--- config.mk ---
export PLATFORM = sky130hd
export DESIGN_NAME = ram_arbiter
export DESIGN_NICKNAME = d
export VERILOG_FILES = /design/src/rtl/ram_arbiter.sv
export SDC_FILE = /design/constraint.sdc
export NUM_CORES = 1
export LEC_CHECK = 0
export BUFFER_PORTS_ARGS = -buffer_cell sky130_fd_sc_hd__buf_2
export CAP_MARGIN = 20
export CORE_UTILIZATION = 46
export CTS_CLUSTER_DIAMETER = 50
export DETAILED_ROUTE_END_ITERATION = 7
export GPL_TIMING_DRIVEN = 0
export PLACE_DENSITY = 0.79
export SYNTH_ARGS = -nofsm -noshare
export SYNTH_HDL_FRONTEND = slang
export SYNTH_SLANG_ARGS = --single-unit
--- constraint.sdc ---
create_clock -name ram_clk -period 2.3 [get_ports ram_clk]
set_clock_uncertainty 0.15 [all_clocks]
set_input_delay 0.46 -clock ram_clk [delete_from_list [all_inputs] [get_ports ram_clk]]
set_output_delay 0.46 -clock ram_clk [all_outputs]
set_load 0.01 [all_outputs]
--- src/rtl/ram_arbiter.sv ---
// N-channel arbiter in front of a single-port synchronous RAM: one access at a time, round-robin grant.
// Define RAM_ARBITER_FIXED_PRIORITY_EN to make the lowest-index requester always win instead.
module ram_arbiter #(
    parameter int CHANNELS    = 2,
    parameter int ADDR_W      = 16,
    parameter int DATA_W      = 8,
    parameter int RAM_LATENCY = 2
) (
    input  logic                       ram_clk,
    input  logic                       rst,
    input  logic [CHANNELS-1:0]        ch_req,
    input  logic [CHANNELS-1:0]        ch_we,
    input  logic [CHANNELS*ADDR_W-1:0] ch_addr,
    input  logic [CHANNELS*DATA_W-1:0] ch_wdata,
    output logic [CHANNELS-1:0]        ch_ready,
    output logic [CHANNELS*DATA_W-1:0] ch_rdata,
    output logic                       ram_write_enable,
    output logic [ADDR_W-1:0]          ram_address,
    output logic [DATA_W-1:0]          ram_data_in,
    input  logic [DATA_W-1:0]          ram_data_out
);

    localparam int IDX_W = (CHANNELS > 1) ? $clog2(CHANNELS) : 1;
    localparam int CNT_W = $clog2(RAM_LATENCY + 1);

    localparam logic [1:0] ST_IDLE = 2'd0;
    localparam logic [1:0] ST_BUSY = 2'd1;
    localparam logic [1:0] ST_DONE = 2'd2;

    logic [1:0]       state;
    logic [IDX_W-1:0] grant;
    logic [CNT_W-1:0] cnt;
    logic             is_read;
    logic             pick_valid;
    logic [IDX_W-1:0] pick;
    logic             capture;

    function automatic logic [IDX_W-1:0] lowest_set(input logic [CHANNELS-1:0] v);
        lowest_set = '0;
        for (int i = CHANNELS - 1; i >= 0; i--) begin
            if (v[i]) lowest_set = IDX_W'(i);
        end
    endfunction

`ifdef RAM_ARBITER_FIXED_PRIORITY_EN
    always_comb begin
        pick_valid = |ch_req;
        pick       = lowest_set(ch_req);
    end
`else
    logic [IDX_W-1:0]    ptr;
    logic [CHANNELS-1:0] at_or_after_ptr;

    // Requests at or above the pointer win first; otherwise wrap around to the lowest requester.
    always_comb begin
        // NOTE: every output of a combinational block gets a value on every path, so no latch is inferred.
        pick_valid = |ch_req;
        for (int i = 0; i < CHANNELS; i++) begin
            at_or_after_ptr[i] = (IDX_W'(i) >= ptr);
        end
        pick = (|(ch_req & at_or_after_ptr)) ? lowest_set(ch_req & at_or_after_ptr)
                                             : lowest_set(ch_req);
    end

    always_ff @(posedge ram_clk or negedge rst) begin
        if (!rst) begin
            ptr <= '0;
        end else if (state == ST_DONE) begin
            ptr <= (grant == IDX_W'(CHANNELS - 1)) ? '0 : grant + 1'b1;
        end
    end
`endif

    // NOTE: all clocked state uses non-blocking assignments so every register sees pre-edge values.
    always_ff @(posedge ram_clk or negedge rst) begin
        if (!rst) begin
            state            <= ST_IDLE;
            grant            <= '0;
            cnt              <= '0;
            is_read          <= 1'b0;
            ch_ready         <= '0;
            ram_write_enable <= 1'b0;
            ram_address      <= '0;
            ram_data_in      <= '0;
        end else begin
            case (state)
                ST_IDLE: begin
                    ch_ready <= '0;
                    if (pick_valid) begin
                        grant            <= pick;
                        ram_address      <= ch_addr[pick*ADDR_W +: ADDR_W];
                        ram_data_in      <= ch_wdata[pick*DATA_W +: DATA_W];
                        ram_write_enable <= ch_we[pick];
                        is_read          <= ~ch_we[pick];
                        cnt              <= CNT_W'(RAM_LATENCY);
                        state            <= ST_BUSY;
                    end
                end
                ST_BUSY: begin
                    // The write strobe lives only in the first BUSY cycle; the address stays put.
                    ram_write_enable <= 1'b0;
                    cnt              <= cnt - 1'b1;
                    if (cnt == CNT_W'(1)) begin
                        ch_ready[grant] <= 1'b1;
                        state           <= ST_DONE;
                    end
                end
                ST_DONE: begin
                    ch_ready <= '0;
                    state    <= ST_IDLE;
                end
                default: begin
                    ch_ready <= '0;
                    state    <= ST_IDLE;
                end
            endcase
        end
    end

    assign capture = (state == ST_BUSY) && (cnt == CNT_W'(1)) && is_read;

    always_ff @(posedge ram_clk or negedge rst) begin
        if (!rst) begin
            ch_rdata <= '0;
        end else if (capture) begin
            ch_rdata[grant*DATA_W +: DATA_W] <= ram_data_out;
        end
    end

endmodule

==> metrics.csv <==
stage,metric,value,unit
run_status,outcome,completed,
clocking,h-tree-depth,2,
drt,wire_per_inst,14.0,um
critical_path,crit_fanout,8,
global_routing,antenna_found_initial,0,
cells_and_area,final_core_util,63.2,%
timing,worst_pin_slew,0.681,ns
global_routing,grt_usage,22.8,%
drt,drt_iter0_markers,115,
clocking,cts_setup_buffers,0,
timing,min_period,2.03,ns
critical_path,rr_worst_depth,5,
floorplanning,die_x,72.2,um
worst_hold_path,min_path_cells,2,
global_routing,grt_pass1_vias,2044,
global_routing,gr-total-overflow,0,
synthesis,synth_area,0.00227,mm^2
critical_path,critPathArrivalTime,2.07,ns
drt,vias_per_cell,5.35,
clocking,clockBufferDepth,2,
timing,hold_viol,0,
timing,rsz0062_at_grt,no,
floorplanning,start_util,48.0,%
placement,dp.cells,389,
pwr,fin_total_pwr,0.00373,W
timing,clock.fmax,493,MHz
clocking,root_buffer,clkbuf_8,
global_routing,grt_pass1_wl,9270,um
drt,postRouteAntennaNets,0,
critical_path,crit_path_end_kind,flip-flop,
cells_and_area,area_growth,31.6,%
timing,max_slew_margin,54.4,%
synthesis,ys_ff_latch,50,
cells_and_area,final_net_count,394,
cells_and_area,fill_cells,416,
floorplanning,die_area,0.00521,mm^2
cells_and_area,final_cells,398,
synthesis,synth_warnings,0,
worst_hold_path,hold_class,primary input to flip-flop,
clocking,clock_sinks,50,
placement,dp_hpwl,4000,um
clocking,cts_made_buffers,5,
timing,timing.final.max_slew_violations,0,
timing,period_share,88.2,%
placement,portBuffers,104,
timing,fin_setup_tns,0,ns
timing,setup_viol,0,
synthesis,yosysSeqAreaShare,55.2,%
clocking,insertion_delay,0.30,ns
floorplanning,pin_count,105,
drt,vias,2128,
synthesis,syn_nets,281,
clocking,clkTransAtPathRegs,0.09,ns
cells_and_area,mostFrequentLayoutCells,"buf_2, dfrtp_1, o21ai_0",
synthesis,synth_cells,218,
synthesis,synth_cell_types,26,
clocking,cts_tree,built,
cells_and_area,final_common_cell,buf_2,
drt,dr.pass1.iters,4,
pwr,total_leakage_power,1.42,nW
flow_run,max_cap_viol_count,0,
critical_path,crit_type,flip-flop to flip-flop,
drt,drt-total-wl,5580,um
placement,place.gp.congestion,0.782,
synthesis,syn_avg_cell_area,10.4,um^2
drt,drc,0,
floorplanning,num_rows,25,
cells_and_area,n_antenna_cell,0,
pwr,max-vdd-ir-drop,0.000529,V
global_routing,grt_max_degree,51,
cells_and_area,drive_above_1_share,41.7,%
critical_path,cp_data_required_time,2.34,ns
floorplanning,die_h,72.2,um
floorplanning,core_area,0.00472,mm^2
pwr,power_density,1250,mW/mm^2
critical_path,critPathLaunchType,flip-flop,
==> flip-flops by register name, summed over array words and instances, names as in the netlist <==
signal	cells
is_read	1
cnt	2
ram_write_enable	1
ram_address	16
ram_data_in	8
ptr	1
state	2
ch_ready	2
grant	1
ch_rdata	16
==> cells by family (layout without fill, tap and decap cells) <==
family | after synthesis | after routing | share of synthesized area, %
and+or+nand+nor | 42 | 42 | 9.55
AOI/OAI and AO/OA | 86 | 86 | 21.0
muxes | 16 | 16 | 9.28
DFF | 50 | 50 | 55.2
buffers and inverters | 23 | 136 | 4.36
adders and majority gates | 1 | 1 | 0.552
==> power breakdown <==
group | total, W | switching, W | internal, W | leakage, nW
logic | 0.00168 | 0.000920 | 0.000761 | 0.791
registers | 0.00156 | 0.000241 | 0.00132 | 0.584
clock network | 0.000495 | 0.000284 | 0.000211 | 0.0444
total | 0.00373 | 0.00144 | 0.00229 | 1.42
==> worst max-delay path, cell delays in order, from the launching register on <==
cell and delay, ns:
dfrtp_1 0.36, inv_1 0.08, ha_1 0.25, nand2_1 0.10, nor3_2 0.57, mux2_2 0.41
==> worst paths after layout <==
check	from	slack (ns)	end
min in group asynchronous	rst	0.44	ram_data_in[4]$_DFFE_PN0P_
worst max-delay path	cnt[1]$_DFFE_PN0P_	0.27	ch_rdata[0]$_DFFE_PN0P_
worst min register to register	ch_rdata[13]$_DFFE_PN0P_	0.36	ch_rdata[13]$_DFFE_PN0P_
worst min-delay path	ram_data_out[7]	0.25	ch_rdata[15]$_DFFE_PN0P_
worst max register to register	cnt[1]$_DFFE_PN0P_	0.27	ch_rdata[0]$_DFFE_PN0P_
max in group asynchronous	rst	1.06	state[1]$_DFFE_PN0P_
==> metal layers <==
metal  GRT usage [%]  vias to the layer above  share of wire, %
met2            37.2                       91                50
met3            4.58                        6               6.5
met5               0                        -                 0
met1            30.4                     1004                43
li1                -                     1027                 -
met4            8.50                        0              0.75
==> Yosys cell counts <==
master / n / area, um^2
a22oi_1: 1 / 7.51
buf_6: 1 / 11.3
a31oi_1: 26 / 163
or2_2: 2 / 12.5
buf_2: 4 / 20.0
nand3_1: 26 / 130
a21boi_0: 1 / 7.51
dfrtp_1: 50 / 1250
mux2_2: 8 / 90.1
clkbuf_1: 14 / 52.6
o31ai_1: 1 / 7.51
inv_1: 4 / 15.0
nand2_1: 2 / 7.51
o21ai_0: 29 / 145
nand2b_1: 2 / 12.5
mux2_4: 8 / 120
nor3_2: 1 / 10.0
nor2_2: 1 / 6.26
a31o_2: 1 / 8.76
nor2b_1: 1 / 6.26
ha_1: 1 / 12.5
a21oi_1: 26 / 130
or3_1: 1 / 6.26
nor2_1: 5 / 18.8
and3_1: 1 / 6.26
o211ai_1: 1 / 7.51
==> final cells by class <==
class	instances	area [um^2]	share of cell area [%]
clock buffers	5	68.8	2.31
multi-input cells	145	916	30.7
well taps	67	83.8	2.81
inverters	4	15.0	0.503
clock inverters	2	13.8	0.461
repair buffers	106	551	18.5
flip-flops and latches	50	1250	41.9
plain buffers	19	83.8	2.81
==> through the flow <==
step | instance area (um^2) | worst slack (ns) | hold WS (ns)
floorplan | 2270 | 0.565 | 0.0144
global placement | 2870 | 0.287 | 0.333
detailed placement | 2870 | 0.236 | 0.333
CTS | 2950 | 0.234 | 0.242
global route | 2980 | 0.118 | 0.243
finish | 2980 | 0.271 | 0.253
==> what timing repair did <==
item                      in CTS  in global routing
hold endpoints to repair       0                 13
gates resized for setup        0                  0
hold buffers                   0                  1
(Power assumes the default switching activity.)
